==> src/rtl/muldiv_pkg.sv <==
`default_nettype none
// ---------------------------------------------------------------------------
// muldiv_pkg : state encoding, unit selects and default cycle counts
// Rev 1.0
// ---------------------------------------------------------------------------
package muldiv_pkg;

  typedef enum logic [2:0] {
    ST_IDLE  = 3'd0,
    ST_RUN   = 3'd1,
    ST_WRITE = 3'd2,
    ST_DONE  = 3'd3,
    ST_EXC   = 3'd4
  } state_t;

  localparam logic SEL_MULT = 1'b0;
  localparam logic SEL_DIV  = 1'b1;

  localparam int DEF_MULT_CYCLES = 32;
  localparam int DEF_DIV_CYCLES  = 32;
  localparam int DEF_CNT_W       = 6;

endpackage
`default_nettype wire

==> src/rtl/muldiv_cycle_counter.sv <==
`default_nettype none
// ---------------------------------------------------------------------------
// muldiv_cycle_counter : loadable down-counter with enable and zero flag
// Rev 1.0
// ---------------------------------------------------------------------------
module muldiv_cycle_counter
  import muldiv_pkg::*;
#(
  parameter int CNT_W = DEF_CNT_W
) (
  input  logic             clk,
  input  logic             reset,
  input  logic             load,
  input  logic             en,
  input  logic [CNT_W-1:0] load_val,
  output logic [CNT_W-1:0] cnt,
  output logic             zero
);

  assign zero = (cnt == '0);

  // Saturates at zero so an enable left high past the end cannot wrap.
  always_ff @(posedge clk) begin
    if (!reset) begin
      cnt <= '0;
    end else if (load) begin
      cnt <= load_val;
    end else if (en && !zero) begin
      cnt <= cnt - 1'b1;
    end
  end

endmodule
`default_nettype wire

==> src/rtl/muldiv_sequencer.sv <==
`default_nettype none
// ---------------------------------------------------------------------------
// muldiv_sequencer : starts the mult/div unit, times it, writes HI/LO once
// Rev 1.0
// ---------------------------------------------------------------------------
module muldiv_sequencer
  import muldiv_pkg::*;
#(
  parameter int MULT_CYCLES = DEF_MULT_CYCLES,
  parameter int DIV_CYCLES  = DEF_DIV_CYCLES,
  parameter int CNT_W       = DEF_CNT_W
) (
  input  logic clk,
  input  logic reset,
  input  logic start_mult,
  input  logic start_div,
  input  logic b_is_zero,
  output logic multControl,
  output logic divControl,
  output logic muxHiControl,
  output logic muxLoControl,
  output logic HiWrite,
  output logic LoWrite,
  output logic busy,
  output logic done,
  output logic div0_exc,
  output logic start_err
);

  state_t           state;
  logic             sel;
  logic             can_accept;
  logic             start_any;
  logic             cnt_load;
  logic             cnt_en;
  logic [CNT_W-1:0] cnt_load_val;
  logic [CNT_W-1:0] cnt;
  logic             cnt_zero;

  // DONE and EXC are terminal one-cycle states, so a new request is taken there too.
  assign can_accept   = (state == ST_IDLE) || (state == ST_DONE) || (state == ST_EXC);
  assign start_any    = start_mult | start_div;
  assign cnt_load     = can_accept && (start_mult || (start_div && !b_is_zero));
  assign cnt_load_val = start_mult ? CNT_W'(MULT_CYCLES - 1) : CNT_W'(DIV_CYCLES - 1);
  assign cnt_en       = (state == ST_RUN);

  muldiv_cycle_counter #(
    .CNT_W(CNT_W)
  ) u_counter (
    .clk      (clk),
    .reset    (reset),
    .load     (cnt_load),
    .en       (cnt_en),
    .load_val (cnt_load_val),
    .cnt      (cnt),
    .zero     (cnt_zero)
  );

  always_ff @(posedge clk) begin
    if (!reset) begin
      state        <= ST_IDLE;
      sel          <= SEL_MULT;
      multControl  <= 1'b0;
      divControl   <= 1'b0;
      muxHiControl <= SEL_MULT;
      muxLoControl <= SEL_MULT;
      HiWrite      <= 1'b0;
      LoWrite      <= 1'b0;
      busy         <= 1'b0;
      done         <= 1'b0;
      div0_exc     <= 1'b0;
      start_err    <= 1'b0;
    end else begin
      multControl <= 1'b0;
      divControl  <= 1'b0;
      HiWrite     <= 1'b0;
      LoWrite     <= 1'b0;
      done        <= 1'b0;
      div0_exc    <= 1'b0;
      start_err   <= 1'b0;
      case (state)
        ST_IDLE, ST_DONE, ST_EXC: begin
          busy <= 1'b0;
          if (start_mult) begin
            state       <= ST_RUN;
            sel         <= SEL_MULT;
            multControl <= 1'b1;
            busy        <= 1'b1;
          end else if (start_div && !b_is_zero) begin
            state      <= ST_RUN;
            sel        <= SEL_DIV;
            divControl <= 1'b1;
            busy       <= 1'b1;
          end else if (start_div) begin
            state    <= ST_EXC;
            div0_exc <= 1'b1;
          end else begin
            state <= ST_IDLE;
          end
        end
        ST_RUN: begin
          start_err <= start_any;
          if (cnt_zero) begin
            state        <= ST_WRITE;
            HiWrite      <= 1'b1;
            LoWrite      <= 1'b1;
            // Selects only move on a write, keeping the HI/LO muxes quiet otherwise.
            muxHiControl <= sel;
            muxLoControl <= sel;
          end
        end
        ST_WRITE: begin
          start_err <= start_any;
          state     <= ST_DONE;
          done      <= 1'b1;
          busy      <= 1'b0;
        end
        default: begin
          state <= ST_IDLE;
          busy  <= 1'b0;
        end
      endcase
    end
  end

endmodule
`default_nettype wire

==> config.mk <==
export PLATFORM = sky130hd
export DESIGN_NAME = muldiv_sequencer
export DESIGN_NICKNAME = d
export VERILOG_FILES = /design/src/rtl/muldiv_pkg.sv /design/src/rtl/muldiv_cycle_counter.sv /design/src/rtl/muldiv_sequencer.sv
export SDC_FILE = /design/constraint.sdc
export NUM_CORES = 1
export LEC_CHECK = 0
export BUFFER_PORTS_ARGS = -buffer_cell sky130_fd_sc_hd__buf_2
export CORE_ASPECT_RATIO = 0.8
export CORE_MARGIN = 5
export CORE_UTILIZATION = 35
export CTS_BUF_LIST = sky130_fd_sc_hd__clkbuf_8
export DETAILED_ROUTE_END_ITERATION = 10
export GPL_TIMING_DRIVEN = 0
export PLACE_DENSITY = 0.65
export SETUP_SLACK_MARGIN = 0.1
export SLEW_MARGIN = 0
export SYNTH_ARGS = -nofsm -noshare
export SYNTH_HDL_FRONTEND = slang
export SYNTH_HIERARCHICAL = 1
export SYNTH_SLANG_ARGS = --single-unit
==> constraint.sdc <==
create_clock -name clk -period 4.97 [get_ports clk]
set_input_delay 1.491 -clock clk [delete_from_list [all_inputs] [get_ports clk]]
set_output_delay 1.491 -clock clk [all_outputs]
set_load 0.02 [all_outputs]
==> reports/results.ini <==
[outcome]
status=completed

[power]
finalPower_w=0.000437
leakagePower_nw=0.456
cellPowerDensity_nw_per_um2=430
peakVddDrop_mv=0.240

[die]
io_pins=15
initial_core_util_pct=37.8
die_h_um=53.9
die_w_um=64.9
coreArea_um2=2230
rows=15
die_area_um2=3500

[sta]
fin_setup_tns_ns=0
finalSetupViolCount=0
fin_crit_sh_pct=51.3
clock.fmax_mhz=393
finalHoldViolations=0
hold_slack_ns=0.487
final_max_slew_viol_count=0
period_needed_ns=2.55
fin_skew_ns=0.00225
rsz0062_at_grt=false

[layout]
drive_above_1_share_pct=23.9
antenna-diode-count=0
fin_area_um2=1020
layout_commonest_cell=dfxtp_1
fin_cells=138
area_growth_syn_to_layout_pct=20.3
layout_common_cells=dfxtp_1, buf_2, a21oi_1
layout.nets=121

[placement]
placed_area_um2=961
hpwlAfterDp_mm=1.18
io_buffers=14
dp_cells=134
gp_congestion=0.831

[route]
post_drt_wl_per_cell_um=11.3
viasPerCell=4.83
drt_iter0_drc=11
firstDrtPassIters=4
drc=0
antenna_left=0
vias=667
detail_route.wirelength_mm=1.56

[global_route]
grt_usage_pct=9.98
first_global_vias=606
grt_pass1_wl_mm=2.63
grt_max_degree=14
grt_antenna_before_repair=0
overflow=0

[clock_network]
cts_tree=done
hold_buffers=0
post_cts_resized=0
clkSlewWorstSetupHoldPaths_ns=0.07
cts_made_buffers=3
post_cts_buffers=0
clkLatencyLatePin_ns=0.25
cts_max_level=1
root_buffer=clkbuf_8
cts_max_path_buffers=2
cts.sinks=18

[worst_setup_path]
critPathMaxFanout=10
crit_arrival_ns=2.74
required_ns=5.16
endpoint_kind=flip-flop
crit_type=primary input to flip-flop
worstSetupStartpointType=primary input

[worst_hold_path]
hold_class=flip-flop to flip-flop

[yosys]
syn_area_um2=845
yosys_warnings=6
seq_area_frac_synth_pct=42.7
synth.distinct_cells=31
ys_seq_elements=18
avgSynthCellArea_um2=9.28
synth_cells=91

[run]
drv_cap=0

-- layout make-up --
cell class                 count  area, µm²
buffer                         3       27.5
clock buffer                   4       55.1
fill                         229       1220
inverter                       6       22.5
multi-input combinational     68        449
sequential                    18        360
tap                           25       31.3
timing repair buffer          14       70.1
-- path summary, 6_finish.rpt --
check	from	endpoint	slack [ns]	cells after the start
setup reg to reg	state[1]	u_counter/cnt[5]	2.97	6
setup / recovery	b_is_zero	u_counter/cnt[5]	2.42	8
hold reg to reg	muxLoControl	muxLoControl	0.49	2
hold / removal	muxLoControl	muxLoControl	0.49	2
-- worst max-delay path, stage by stage --
cell and delay (ns):
buf_2 0.11, inv_1 0.06, a21oi_1 0.28, nor2_1 0.16, inv_1 0.09, dlymetal6s2s_1 0.29, o21ai_0 0.14, a21oi_1 0.11
-- through the flow --
stage | utilization, % | setup slack [ns]
floorplan | - | 2.50
global placement | 43.0 | 2.15
detailed placement | 43.0 | 2.13
CTS | 45.5 | 2.40
global route | 45.5 | 2.27
finish | 45.5 | 2.42
-- state kept, by name, indices dropped and copies added, names as in the netlist --
register,flops
start_err,1
LoWrite,1
divControl,1
done,1
div0_exc,1
muxLoControl,1
busy,1
sel,1
multControl,1
u_counter/cnt,6
state,3
-- where the power goes --
part           switching [W]  total (W)  internal [W]
clock network      0.0000469   0.000117     0.0000703
logic              0.0000723   0.000135     0.0000629
registers          0.0000193   0.000184      0.000165
-- layer usage --
metal	global-route usage, %	up-vias	share of wire [%]
met2	16.0	10	44
met4	4.21	0	1.3
li1	-	355	-
met1	12.8	300	50
met5	0	-	0
met3	2.71	2	4.2
-- kinds of logic after synthesis --
logic type | after synthesis | synth area share (%)
AND/OR/NAND/NOR | 31 | 22.2
AO/OA/AOI/OAI | 23 | 17.8
flip-flops | 18 | 42.7
buffers and inverters | 9 | 5.92
multiplexers | 4 | 5.48
adder cells (fa/ha/maj) | 2 | 2.96
other | 2 | 0.889
XOR/XNOR | 2 | 2.07
-- Yosys cell counts --
| cell | instances | area [µm²] |
|---|---|---|
| a211oi_1 | 1 | 7.51 |
| a21oi_1 | 11 | 55.1 |
| and2_1 | 1 | 6.26 |
| and3_1 | 1 | 6.26 |
| buf_4 | 2 | 15.0 |
| conb_1 | 2 | 7.51 |
| dfxtp_1 | 18 | 360 |
| dlymetal6s2s_1 | 1 | 12.5 |
| ha_1 | 2 | 25.0 |
| inv_1 | 6 | 22.5 |
| mux2_1 | 1 | 11.3 |
| mux2_4 | 1 | 15.0 |
| mux2i_1 | 2 | 20.0 |
| nand2_1 | 5 | 18.8 |
| nand2b_1 | 4 | 25.0 |
| nand2b_4 | 1 | 13.8 |
| nand3b_1 | 1 | 7.51 |
| nor2_1 | 7 | 26.3 |
| nor3_1 | 5 | 25.0 |
| nor3_2 | 1 | 10.0 |
| nor4_1 | 1 | 6.26 |
| nor4b_1 | 1 | 8.76 |
| o21a_1 | 1 | 7.51 |
| o21ai_0 | 6 | 30.0 |
| o21ai_4 | 1 | 16.3 |
| o31a_1 | 1 | 8.76 |
| o32ai_1 | 1 | 8.76 |
| o32ai_2 | 1 | 16.3 |
| or3_1 | 1 | 6.26 |
| or4b_4 | 2 | 27.5 |
| xnor2_1 | 2 | 17.5 |
(Power assumes the default switching activity.)
